### src/rtl/mmm_arb_pkg.sv
// Shared types and constants for the MMM arbiter and its step counter.
package mmm_arb_pkg;

    typedef enum logic [2:0] {
        ST_IDLE    = 3'd0,
        ST_LOAD    = 3'd1,
        ST_RUN     = 3'd2,
        ST_CAPTURE = 3'd3,
        ST_DONE    = 3'd4
    } state_t;

    localparam int STEPS_DEFAULT = 10;

    localparam logic OWNER_0 = 1'b0;
    localparam logic OWNER_1 = 1'b1;

endpackage

### src/rtl/mmm_step_counter.sv
// Iteration counter with clear, increment, global enable and terminal-count flag.
module mmm_step_counter #(
    parameter int STEPS = 10,
    localparam int CW = $clog2(STEPS + 1)
) (
    input  logic          clk,
    input  logic          rstb,
    input  logic          ena,
    input  logic          clr,
    input  logic          inc,
    output logic [CW-1:0] count,
    output logic          tc
);

    assign tc = (count == CW'(STEPS));

    always_ff @(posedge clk or negedge rstb) begin
        if (!rstb) begin
            count <= '0;
        end else if (ena) begin
            if (clr)      count <= '0;
            else if (inc) count <= count + CW'(1);
        end
    end

endmodule

### src/rtl/mmm_arbiter.sv
// Round-robin arbiter sharing one bit-serial MMM between two requesters.
// Optional macro MMM_ARBITER_ABORT_EN: owner dropping req in LOAD/RUN aborts to IDLE.
module mmm_arbiter import mmm_arb_pkg::*; #(
    parameter int WIDTH = 8,
    parameter int STEPS = STEPS_DEFAULT,
    localparam int CW = $clog2(STEPS + 1)
) (
    input  logic             clk,
    input  logic             rstb,
    input  logic             ena,
    input  logic             req0,
    input  logic [WIDTH-1:0] a0,
    input  logic [WIDTH-1:0] b0,
    input  logic             req1,
    input  logic [WIDTH-1:0] a1,
    input  logic [WIDTH-1:0] b1,
    output logic             gnt0,
    output logic             gnt1,
    output logic             done0,
    output logic             done1,
    output logic [WIDTH-1:0] result,
    output logic             busy,
    output logic             mmm_rstb,
    output logic             mmm_ld_a,
    output logic [WIDTH-1:0] mmm_a,
    output logic [WIDTH-1:0] mmm_b,
    input  logic [WIDTH-1:0] mmm_res,
    output state_t           dbg_state,
    output logic [CW-1:0]    dbg_count
);

    // Handshake: reqN is a level held until doneN; doneN is a one-cycle pulse
    // with result valid in the same cycle; reqN must drop the cycle after.

    state_t state_q, state_d;
    logic   owner_q, owner_d;
    logic   prio_q, prio_d;     // requester favoured on a tie; becomes the non-owner after DONE
    logic   cnt_clr, cnt_inc, cnt_tc, capture, active;
    logic [WIDTH-1:0] result_q;

    mmm_step_counter #(.STEPS(STEPS)) u_step_counter (
        .clk   (clk),
        .rstb  (rstb),
        .ena   (ena),
        .clr   (cnt_clr),
        .inc   (cnt_inc),
        .count (dbg_count),
        .tc    (cnt_tc)
    );

`ifdef MMM_ARBITER_ABORT_EN
    logic req_own;
    assign req_own = (owner_q == OWNER_1) ? req1 : req0;
`endif

    always_ff @(posedge clk or negedge rstb) begin
        if (!rstb) begin
            state_q  <= ST_IDLE;
            owner_q  <= OWNER_0;
            prio_q   <= OWNER_0;
            result_q <= '0;
        end else if (ena) begin
            state_q <= state_d;
            owner_q <= owner_d;
            prio_q  <= prio_d;
            if (capture) result_q <= mmm_res;
        end
    end

    always_comb begin
        state_d = state_q;
        owner_d = owner_q;
        prio_d  = prio_q;
        cnt_clr = 1'b0;
        cnt_inc = 1'b0;
        capture = 1'b0;
        case (state_q)
            ST_IDLE: begin
                if (req0 || req1) begin
                    if (req0 && req1) owner_d = prio_q;
                    else              owner_d = req1 ? OWNER_1 : OWNER_0;
                    state_d = ST_LOAD;
                end
            end
            ST_LOAD: begin
                cnt_clr = 1'b1;
                state_d = ST_RUN;
`ifdef MMM_ARBITER_ABORT_EN
                if (!req_own) state_d = ST_IDLE;
`endif
            end
            ST_RUN: begin
                cnt_inc = 1'b1;
                if (cnt_tc) state_d = ST_CAPTURE;
`ifdef MMM_ARBITER_ABORT_EN
                if (!req_own) state_d = ST_IDLE;
`endif
            end
            ST_CAPTURE: begin
                capture = 1'b1;
                cnt_clr = 1'b1;
                state_d = ST_DONE;
            end
            ST_DONE: begin
                prio_d  = ~owner_q;
                state_d = ST_IDLE;
            end
            default: state_d = ST_IDLE;
        endcase
    end

    // Outputs decode only registered state; unused encodings look like IDLE.
    always_comb begin
        active   = 1'b0;
        mmm_rstb = 1'b0;
        mmm_ld_a = 1'b0;
        done0    = 1'b0;
        done1    = 1'b0;
        case (state_q)
            ST_LOAD: begin
                active   = 1'b1;
                mmm_ld_a = 1'b1;
            end
            ST_RUN, ST_CAPTURE: begin
                active   = 1'b1;
                mmm_rstb = 1'b1;
            end
            ST_DONE: begin
                active   = 1'b1;
                mmm_rstb = 1'b1;
                done0    = (owner_q == OWNER_0);
                done1    = (owner_q == OWNER_1);
            end
            default: active = 1'b0;
        endcase
    end

    assign busy      = active;
    assign gnt0      = active && (owner_q == OWNER_0);
    assign gnt1      = active && (owner_q == OWNER_1);
    assign mmm_a     = !active ? '0 : (owner_q == OWNER_1) ? a1 : a0;
    assign mmm_b     = !active ? '0 : (owner_q == OWNER_1) ? b1 : b0;
    assign result    = result_q;
    assign dbg_state = state_q;

endmodule

### config.mk
export PLATFORM = sky130hd
export DESIGN_NAME = mmm_arbiter
export DESIGN_NICKNAME = d
export VERILOG_FILES = /design/src/rtl/mmm_arb_pkg.sv /design/src/rtl/mmm_step_counter.sv /design/src/rtl/mmm_arbiter.sv
export SDC_FILE = /design/constraint.sdc
export NUM_CORES = 1
export LEC_CHECK = 0
export BUFFER_PORTS_ARGS = -buffer_cell sky130_fd_sc_hd__buf_2
export CAP_MARGIN = 40
export CORE_MARGIN = 5
export CORE_UTILIZATION = 40
export CTS_CLUSTER_DIAMETER = 30
export DETAILED_ROUTE_END_ITERATION = 8
export PLACE_DENSITY_LB_ADDON = 0.15
export SLEW_MARGIN = 5
export SYNTH_ARGS = -nofsm -noshare
export SYNTH_HDL_FRONTEND = slang
export SYNTH_SLANG_ARGS = --single-unit
### constraint.sdc
create_clock -name clk -period 1.9 [get_ports clk]
set_clock_uncertainty 0.1 [all_clocks]
set_input_delay 0.19 -clock clk [delete_from_list [all_inputs] [get_ports clk]]
set_output_delay 0.19 -clock clk [all_outputs]
set_load 0.02 [all_outputs]
-- Word level (Yosys, flattened, before mapping)
Index checks and enable logic that the tools add are counted.
- register bits: 17
- input port bits: 45
- output and inout bits: 38
- word-level logic and storage cells: 47
- $add $sub $neg: 1
- eq/ne operators: 7
- multiplexer cells: 19
- bitwise gates (word level): 1
- reduce and logical (&&, ||, !) cells: 14
- operators with widths (operator ; count):
    $mux W8 ; 4
    $pmux W3 S4 ; 1
    $mux W1 ; 10
    $mux W4 ; 2
    $eq A3 B2 Y1 const B ; 2
    $mux W3 ; 2
    $reduce_and A2 Y1 ; 3
    $reduce_and A3 Y1 ; 2
    $add A4 B1 Y4 const B ; 1
    $eq A4 B4 Y1 const B ; 1
    $ne A2 B2 Y1 const B ; 2
    $reduce_or A4 Y1 ; 1
    $eq A3 B1 Y1 const B ; 1
    $eq A3 B3 Y1 const B ; 1
    $logic_and A1 B1 Y1 ; 3
    $logic_not A3 Y1 ; 1
    $reduce_or A3 Y1 ; 1
    $reduce_bool A2 Y1 ; 1
    $reduce_or A2 Y1 ; 1
    $logic_or A1 B1 Y1 ; 1
    $not A1 Y1 ; 1

-- Longest topological paths before layout
Gate-level depths: netlist of run 1.
- depth after elaboration: 5
- mapped depth: 5
- depth with buffers taken out: 5

-- Hierarchy
A second synthesis of run 1 with hierarchy kept.
- cell total of the unflattened synthesis: 117
- area total of the unflattened synthesis: 1178.6 um^2
- by module, submodules not included (module ; instances ; cells each ; area each (um^2) ; seq. area each (um^2)):
    mmm_arbiter ; 1 ; 92 ; 943.4 ; 325.3
    mmm_step_counter ; 1 ; 25 ; 235.2 ; 100.1

-- Least setup slack after synthesis of run 1
No wires, ideal clock.
- path kind: register -> output
- from: register state_q[1], in the netlist dbg_state[1]
- to: output port mmm_b[0]
- arrival time: 1.365 ns
- required time: 1.610 ns
- slack: 0.245 ns
- cell stages (with the launch flop): 6
- path buffers: 2
- path through: dfrtp_1 -> buf_6 -> nor2_8 -> xnor2_4 -> buf_4 -> nor2_1
- word-level cells in the longest chain between the ends: 4
- elaborated cells between the ends (all ways): 7
- classes of those cells: eq/ne (4); mux (2); reduce/logical (1)
- ends and longest elaborated chain (what ; line ; text):
    start, declared ; mmm_arbiter.sv:35 ; state_t state_q, state_d;
    start signal, assigned ; mmm_arbiter.sv:63 ; state_q <= state_d;
    $eq A3 B3 Y1, or another cell as far along ; mmm_arbiter.sv:119 ; case (state_q)
    $reduce_or A4 Y1 (no source line) (*) ; -- ;
    $mux W1 (*) ; mmm_arbiter.sv:119 ;
    $mux W8 (*) ; mmm_arbiter.sv:142 ; assign mmm_b = !active ? '0 : (owner_q == OWNER_1) ? b1 : b0;
    end, declared ; mmm_arbiter.sv:26 ; output logic [WIDTH-1:0] mmm_b,
Every way passes the cells marked *; elsewhere a longest branch is shown, timed or not.

-- Worst setup path in the final report of run 1
- from: register state_q[1], in the netlist dbg_state[1]
- to: output port mmm_b[4]
The elaborated chain is that of the path after synthesis.

==> flow_summary.json, run 1 <==
{
  "avgViaCountPerCell": 5.022,
  "drt_iter0_drc": 14,
  "worstPathMaxFanout": 9,
  "cellPowerDensity_nw_per_um2": 1919,
  "status": "completed",
  "area_growth_pct": 46.59,
  "synth_flop_cell": "dfrtp_1",
  "die-area_sq_um": 3958,
  "clk_pin_slew_ns": 0.10,
  "post-route-drc-count": 0,
  "ys_ff_latch": 17,
  "synth_area_sq_um": 1120,
  "min_period_ns": 1.779,
  "vias": 1165,
  "drtPass1Iterations": 4,
  "avgSynthCellArea_sq_um": 10.09,
  "initial_core_util_pct": 41.32,
  "synth_cells": 111,
  "synth_area_leaders": "dfrtp_1 (38%), mux2i_1 (14%), mux2_2 (9.1%)",
  "rsz0062_at_grt": "false",
  "timing.final.crit_share_pct": 93.66,
  "slew_viol_final": 0,
  "end_kind": "output port",
  "clk_latency_ns": 0.29,
  "grt_max_degree": 21,
  "leakage_nw": 0.9041,
  "drive_gt1_share_pct": 52.74,
  "cts-root-buf": "clkbuf_4",
  "async_reset_ff_share_pct": 100.0,
  "num-fill-cells": 261,
  "combPwrFrac_pct": 72.0,
  "dieHeight_um": 62.91,
  "syn_nets": 158,
  "hold_class": "input pin to flop",
  "io_buffers": 82,
  "post_synth_num_cell_types": 32,
  "final-hold-violation-count": 0,
  "cp.arrival_ns": 1.49,
  "fin_tns_setup_ns": 0,
  "synth-seq-area-share_pct": 37.99,
  "grt-ovfl-total": 0,
  "nNetsFinal": 249,
  "cts_max_path_buffers": 2,
  "die_w_um": 62.91,
  "core_sq_um": 2710,
  "grtUsageTotal_pct": 16.09,
  "wl_per_cell_um": 13.79,
  "grt_pass1_vias": 1235,
  "pwr-share-clk_pct": 6.3,
  "fmax_mhz": 562.0,
  "n_antenna_cell": 0,
  "dpl-instance-area_sq_um": 1548,
  "yosys.area.top_type_share_pct": 37.99,
  "clkSinkCount": 17,
  "antenna_found_initial": 0,
  "htreeDepth": 1,
  "max-slew-margin-rel_pct": 74.12,
  "grt_pass1_wl_um": 5285,
  "yosysMostFrequentCell": "nor2_1",
  "fin_cells": 232,
  "final_antenna_net_count": 0,
  "synth_common_cells": "nor2_1 (20), dfrtp_1 (17), mux2i_1 (16)",
  "finalWirelength_um": 3200,
  "worst_pin_slew_ns": 0.3883,
  "fin_area_sq_um": 1642,
  "ys_warn_count": 0,
  "synth_top_area_cell": "dfrtp_1",
  "critPathLaunchType": "flop",
  "synth_edf_count": 0,
  "io_pins": 83,
  "vdd_drop_max_mv": 1.226,
  "rows": 19,
  "p_switching_w": 0.001626,
  "p_seq_share_pct": 21.6,
  "cts-buffers-inserted": 3,
  "place_congestion": 0.7920,
  "cts_tree": "done",
  "switching_share_pct": 51.62,
  "setup_viol": 0,
  "required_ns": 1.61,
  "criticalPathCategory": "flop to output port",
  "cap_viol_max_count": 0,
  "place_inst": 221,
  "hpwlAfterDp_um": 2651,
  "internal_power_w": 0.001524
}
-- through the flow --
step | hold WS [ns] | power (W) | util [%] | worst slack, ns
after detailed placement | 0.03327 | 0.002880 | 57.11 | 0.3079
final | 0.02049 | 0.003150 | 60.57 | 0.1205
after CTS | 0.008124 | 0.003178 | 59.79 | 0.1187
after global placement | 0.02651 | 0.002830 | 57.11 | 0.3720
after global routing | 0.007625 | 0.003394 | 60.57 | 0.001681
after floorplan | -0.2056 | 0.002249 | - | 0.2450
-- flip-flops by register name, summed over array words and instances, names as in the netlist --
signal / cells
result: 8
u_step_counter.count: 4
owner_q: 1
dbg_state: 3
prio_q: 1
-- layout make-up --
cell class	count	area [sq um]	share of cell area (%)
clock buffers	3	22.52	1.372
clock inverters	1	7.507	0.4573
inverters	6	22.52	1.372
multi-input cells	82	628.1	38.26
flip-flops and latches	17	426.7	25.99
well taps	31	38.79	2.363
repair buffers	92	495.5	30.18
-- logic make-up after synthesis --
| group | Yosys count | synth area share (%) |
|---|---|---|
| mux | 25 | 23.35 |
| flops | 17 | 37.99 |
| xor+xnor | 1 | 2.458 |
| buf+inv | 12 | 5.921 |
| compound gates | 15 | 9.385 |
| fa+ha+maj | 2 | 2.234 |
| simple gates | 39 | 18.66 |
-- path summary, 6_finish.rpt --
kind	startpoint	endpoint	slack (ns)	depth (start not counted)
worst max-delay path	dbg_state[1]$_DFFE_PN0P_	mmm_b[4]	0.12	5
worst min-delay path	mmm_res[0]	result[0]$_DFFE_PN0P_	0.02	2
worst max register to register	dbg_state[2]$_DFFE_PN0P_	result[5]$_DFFE_PN0P_	0.49	3
worst min register to register	result[2]$_DFFE_PN0P_	result[2]$_DFFE_PN0P_	0.42	1
max in group asynchronous	rstb	dbg_state[2]$_DFFE_PN0P_	1.16	2
min in group asynchronous	rstb	result[5]$_DFFE_PN0P_	0.24	2
-- layout by cell type, fill, tap and decap left out, drive strengths merged --
master,count
o2bb2ai,1
nand2,5
xnor2,1
nand4,1
o41ai,2
mux2i,16
and2b,2
dlygate4sd3,4
nor3,1
nor2b,2
o21ai,5
a41oi,1
a221o,1
nand2b,2
nor4,1
mux2,9
clkinvlp,1
inv,6
a22oi,2
nor2,21
ha,2
clkbuf,3
nand3,2
buf,88
or2b,1
a31oi,2
and3,1
dfrtp,17
o31ai,1
-- timing repair --
| item | 4_1_cts | 5_1_grt |
|---|---|---|
| setup endpoints to repair | 16 | 5 |
| pin swaps | 1 | 0 |
| hold buffers | 2 | 2 |
| hold endpoints to repair | 18 | 2 |
| setup buffers | 3 | 0 |
| resized for setup | 0 | 1 |
-- worst max-delay path, cell delays in order (launching register included) --
cell and delay (ns):
dfrtp_1 0.45, nor2_8 0.20, xnor2_4 0.10, buf_4 0.17, nor2_1 0.11, buf_2 0.18
-- per-layer routing --
layer | global-route usage (%) | part of all wire, % | vias to the layer above
li1 | - | - | 569
met1 | 16.22 | 35 | 545
met2 | 30.13 | 57 | 45
met3 | 5.755 | 6.6 | 6
met4 | 5.040 | 1.8 | 0
met5 | 0 | 0 | -
-- power by group through the flow --
stage	Sequential (W)	Clock, W	Combinational, W
floorplan	0.000863	0	0.00139
global placement	0.000678	0	0.00215
detailed placement	0.000688	0	0.00219
CTS	0.000681	0.000209	0.00229
global route	0.000712	0.000223	0.00246
finish	0.000681	0.000199	0.00227
No activity file was read; power rests on OpenSTA's default activity.
==> run 2: changes to the inputs <==
- GPL_TIMING_DRIVEN: unset -> 0
==> flow_summary.json, run 2 (synthesized netlist as in run 1, its figures left out) <==
{
  "cts-root-buf": "clkbuf_4",
  "drtPass1Iterations": 4,
  "cp.arrival_ns": 1.57,
  "finalWirelength_um": 3634,
  "die_w_um": 62.91,
  "clk_latency_ns": 0.29,
  "n_antenna_cell": 0,
  "mostFrequentLayoutCell": "buf_2",
  "clk_pin_slew_ns": 0.11,
  "cap_viol_max_count": 0,
  "largest_register_ffs": 8,
  "vias": 1204,
  "core_sq_um": 2710,
  "worst_pin_slew_ns": 0.3869,
  "hold_class": "input pin to flop",
  "io_pins": 83,
  "cts-buffers-inserted": 3,
  "layout_setup_ws_ns": 0.03574,
  "grt_pass1_vias": 1177,
  "grt_max_degree": 18,
  "rows": 19,
  "wl_per_cell_um": 15.46,
  "max-slew-margin-rel_pct": 74.21,
  "slew_viol_final": 0,
  "hpwlAfterDp_um": 2709,
  "grtUsageTotal_pct": 16.98,
  "critPathLaunchType": "flop",
  "fin_cells": 235,
  "cellPowerDensity_nw_per_um2": 2084,
  "timing.final.crit_share_pct": 98.12,
  "grt-ovfl-total": 0,
  "status": "completed",
  "clkSinkCount": 17,
  "worstPathMaxFanout": 6,
  "criticalPathCategory": "flop to output port",
  "cts_tree": "done",
  "initial_core_util_pct": 41.32,
  "post-place-ws_ns": 0.2531,
  "grt_pass1_wl_um": 5492,
  "place_inst": 224,
  "num-fill-cells": 255,
  "leakage_nw": 0.9501,
  "antenna_found_initial": 0,
  "end_kind": "output port",
  "min_period_ns": 1.864,
  "vdd_drop_max_mv": 1.647,
  "rsz0062_at_grt": "true",
  "required_ns": 1.61,
  "avgViaCountPerCell": 5.123,
  "htreeDepth": 1,
  "place_congestion": 0.7704,
  "final_antenna_net_count": 0,
  "drive_gt1_share_pct": 60.78,
  "final-hold-violation-count": 0,
  "dieHeight_um": 62.91,
  "setup_viol": 0,
  "total_power_w": 0.003732,
  "fmax_mhz": 536.4,
  "post-route-drc-count": 0,
  "drt_iter0_drc": 45,
  "nNetsFinal": 252,
  "die-area_sq_um": 3958,
  "io_buffers": 82,
  "area_growth_pct": 59.89,
  "cts_max_path_buffers": 2,
  "layout_common_cells": "buf_2 (68), buf_6 (18), mux2i_1 (16), dfrtp_1 (16), nor2_2 (10)"
}
## run 2: cell count changes in the layout (fill, tap and decap cells not counted), moves of 3 or more
cell	before	now
dlygate4sd3_1	4	1
buf_6	0	18
nor2_2	0	10
buf_2	82	68
nor2_1	20	9
## run 2: final timing paths
path	slack, ns	from	depth (start not counted)	end
max in group asynchronous	1.16	rstb	2	dbg_state[2]$_DFFE_PN0P_
worst min register to register	0.42	result[4]$_DFFE_PN0P_	1	result[4]$_DFFE_PN0P_
worst min-delay path	0.02	mmm_res[0]	2	result[0]$_DFFE_PN0P_
worst max register to register	0.45	dbg_state[2]$_DFFE_PN0P_	3	result[6]$_DFFE_PN0P_
worst max-delay path	0.04	dbg_state[2]$_DFFE_PN0P_	5	mmm_b[0]
min in group asynchronous	0.25	rstb	2	result[5]$_DFFE_PN0P_
## run 2: metrics by stage
step	TNS (ns)	area [sq um]	utilization, %	hold WS (ns)
after detailed placement	0	1569	57.89	0.03297
after floorplan	0	1120	-	-0.2056
final	0	1790	66.07	0.01530
after CTS	0	1630	60.16	0.005678
after global placement	0	1569	57.89	0.02618
after global routing	-0.6836	1790	66.07	0.007736
## run 2: worst max-delay path, cell delays in order, from the launching register on
cell and delay (ns):
dfrtp_2 0.44, clkinvlp_4 0.18, xnor2_4 0.29, buf_6 0.17, nor2_2 0.05, buf_6 0.13
## run 2: metal layers
| metal | wire length [um] | global-route usage, % | up-vias |
|---|---|---|---|
| li1 | - | - | 577 |
| met4 | 105 | 7.427 | 0 |
| met2 | 2049 | 29.62 | 48 |
| met5 | 0 | 0 | - |
| met1 | 1292 | 19.80 | 567 |
| met3 | 187 | 3.417 | 12 |
## run 2: report_power, final
part	total [W]	switching [W]	internal [W]	leakage [nW]
sequential	0.000689	0.000151	0.000538	0.202
clock	0.000199	0.000121	0.0000784	0.0177
combinational	0.00284	0.00155	0.00129	0.730
total	0.00373	0.00182	0.00191	0.950
## run 2: area by class of cell
class | instances | area [sq um] | area share (%)
buffer | 6 | 48.80 | 2.725
sequential | 17 | 426.7 | 23.83
multi-input combinational | 82 | 660.6 | 36.90
inverter | 6 | 26.28 | 1.468
clock inverter | 1 | 5.005 | 0.2795
timing repair buffer | 89 | 561.8 | 31.38
tap | 31 | 38.79 | 2.166
clock buffer | 3 | 22.52 | 1.258
## run 2: timing repair
| item | CTS | global route |
|---|---|---|
| pin swaps | 1 | 3 |
| buffers inserted | 2 | 3 |
| hold endpoints to repair | 17 | 0 |
| endpoints found under the setup margin | 10 | 19 |
| hold buffers | 1 | 0 |
| gates resized for setup | 1 | 48 |
| gates cloned | 1 | 0 |
==> run 3: changes to the inputs <==
- SETUP_SLACK_MARGIN: unset -> 0.2
==> flow_summary.json, run 3 (synthesized netlist as in run 1, its figures left out) <==
{
  "slowest_delay_ns": 0.40,
  "dpl-instance-area_sq_um": 1569,
  "hold_ws_ns": 0.002732,
  "required_ns": 1.61,
  "clkSinkCount": 17,
  "path_delay_family": "buffers and inverters",
  "hold_class": "input pin to flop",
  "core_sq_um": 2710,
  "finalWirelength_um": 3745,
  "cellPowerDensity_nw_per_um2": 2120,
  "hpwlAfterDp_um": 2709,
  "setup_viol": 0,
  "leakage_nw": 0.9613,
  "post-place-ws_ns": 0.2531,
  "fin_tns_setup_ns": 0,
  "cp_cell_sequence": "buf_6, nor2_8, xnor2_4, buf_6, nor2_2, buf_6",
  "timing.final.crit_share_pct": 92.41,
  "worst_pin_slew_ns": 0.3923,
  "rsz0062_at_grt": "true",
  "vdd_drop_max_mv": 1.655,
  "cts_tree": "done",
  "n_antenna_cell": 0,
  "htreeDepth": 1,
  "grt_pass1_vias": 1212,
  "dieHeight_um": 62.91,
  "path_buf_inv": 3,
  "drtPass1Iterations": 4,
  "multiInputGateArea_sq_um": 694.4,
  "slew_viol_final": 0,
  "min_period_ns": 1.756,
  "grtUsageTotal_pct": 17.51,
  "num-fill-cells": 238,
  "post-route-drc-count": 0,
  "largest_register_ffs": 8,
  "mostFrequentLayoutCell": "buf_2",
  "nNetsFinal": 253,
  "drt_iter0_drc": 40,
  "critPathLaunchType": "flop",
  "status": "completed",
  "layout_setup_ws_ns": 0.1441,
  "io_buffers": 82,
  "end_kind": "output port",
  "avgViaCountPerCell": 5.148,
  "grt-ovfl-total": 0,
  "cap_viol_max_count": 0,
  "cts-buffers-inserted": 3,
  "grt_pass1_wl_um": 5651,
  "wl_per_cell_um": 15.87,
  "path_common_cell": "buf_6",
  "layout_common_cells": "buf_2 (63), buf_6 (21), dfrtp_1 (16)",
  "fmax_mhz": 569.5,
  "drive_gt1_share_pct": 64.39,
  "final-hold-violation-count": 0,
  "cts-root-buf": "clkbuf_4",
  "grt_max_degree": 18,
  "cp.arrival_ns": 1.47,
  "initial_core_util_pct": 41.32,
  "die-area_sq_um": 3958,
  "final_antenna_net_count": 0,
  "vias": 1215,
  "regArea_sq_um": 426.7,
  "clk_pin_slew_ns": 0.10,
  "die_w_um": 62.91,
  "place_congestion": 0.7704,
  "fin_area_sq_um": 1859,
  "critPathSlowestCell": "dfrtp_1",
  "cts_max_path_buffers": 2,
  "area_growth_pct": 66.03,
  "clk_latency_ns": 0.29,
  "worstPathMaxFanout": 5,
  "rows": 19,
  "antenna_found_initial": 0,
  "max-slew-margin-rel_pct": 73.85,
  "io_pins": 83,
  "criticalPathCategory": "flop to output port"
}
==> run 3: cell types whose count changed in the layout (fill, tap and decap cells not counted), moves of 2 or more <==
| cell | previous run | this run |
|---|---|---|
| buf_2 | 68 | 63 |
| buf_4 | 7 | 11 |
| buf_6 | 18 | 21 |
| inv_1 | 5 | 3 |
| inv_4 | 0 | 2 |
| nor2_1 | 9 | 5 |
| nor2_4 | 1 | 5 |
==> run 3: repair_timing <==
item | in CTS | in global routing
gates cloned | 1 | 0
buffers inserted | 6 | 0
setup endpoints to repair | 20 | 23
pin swaps | 6 | 4
hold buffers | 1 | 0
endpoints found under the hold margin | 17 | 0
gates resized for setup | 31 | 40
==> run 3: layer usage <==
metal,up-vias,global-route usage (%),wire (um)
met5,-,0,0
met2,47,31.54,2182
met3,11,3.777,180
li1,577,-,-
met4,0,6.366,97
met1,580,19.91,1285
==> run 3: layout make-up <==
type / instances / area share (%)
Sequential cell: 17 / 22.95
Timing Repair Buffer: 90 / 31.90
Multi-Input combinational cell: 82 / 37.35
Inverter: 6 / 1.480
Tap cell: 31 / 2.086
Clock inverter: 1 / 0.2692
Clock buffer: 3 / 1.211
Buffer: 6 / 2.759
==> run 3: worst reg2reg max path, delay by kind of cell (launching register included) <==
family | cells | cell delay [ns]
buf+inv | 3 | 0.43
flops | 1 | 0.40
mux | 1 | 0.36
simple gates | 1 | 0.12
==> run 3: metrics by stage <==
stage | std cells | utilization, % | total power, W
floorplan | 111 | - | 0.002249
global placement | 224 | 57.89 | 0.002875
detailed placement | 224 | 57.89 | 0.002937
CTS | 236 | 64.31 | 0.003580
global route | 236 | 68.61 | 0.004181
finish | 236 | 68.61 | 0.003941
==> run 3: path summary, 6_finish.rpt <==
kind | depth (start not counted) | to | from | slack [ns]
worst max register to register | 5 | result[6]$_DFFE_PN0P_ | dbg_state[1]$_DFFE_PN0P_ | 0.38
worst min register to register | 1 | result[0]$_DFFE_PN0P_ | result[0]$_DFFE_PN0P_ | 0.42
max in group asynchronous | 2 | dbg_state[0]$_DFFE_PN0P_ | rstb | 1.15
worst min-delay path | 2 | owner_q$_DFFE_PN0P_ | req0 | 0.003
worst max-delay path | 6 | mmm_b[3] | dbg_state[1]$_DFFE_PN0P_ | 0.14
min in group asynchronous | 2 | result[5]$_DFFE_PN0P_ | rstb | 0.25
==> run 3: power breakdown <==
part	switching, W	internal, W	total, W
registers	0.000141	0.000539	0.000680
logic	0.00166	0.00140	0.00306
clock network	0.000122	0.0000784	0.000201
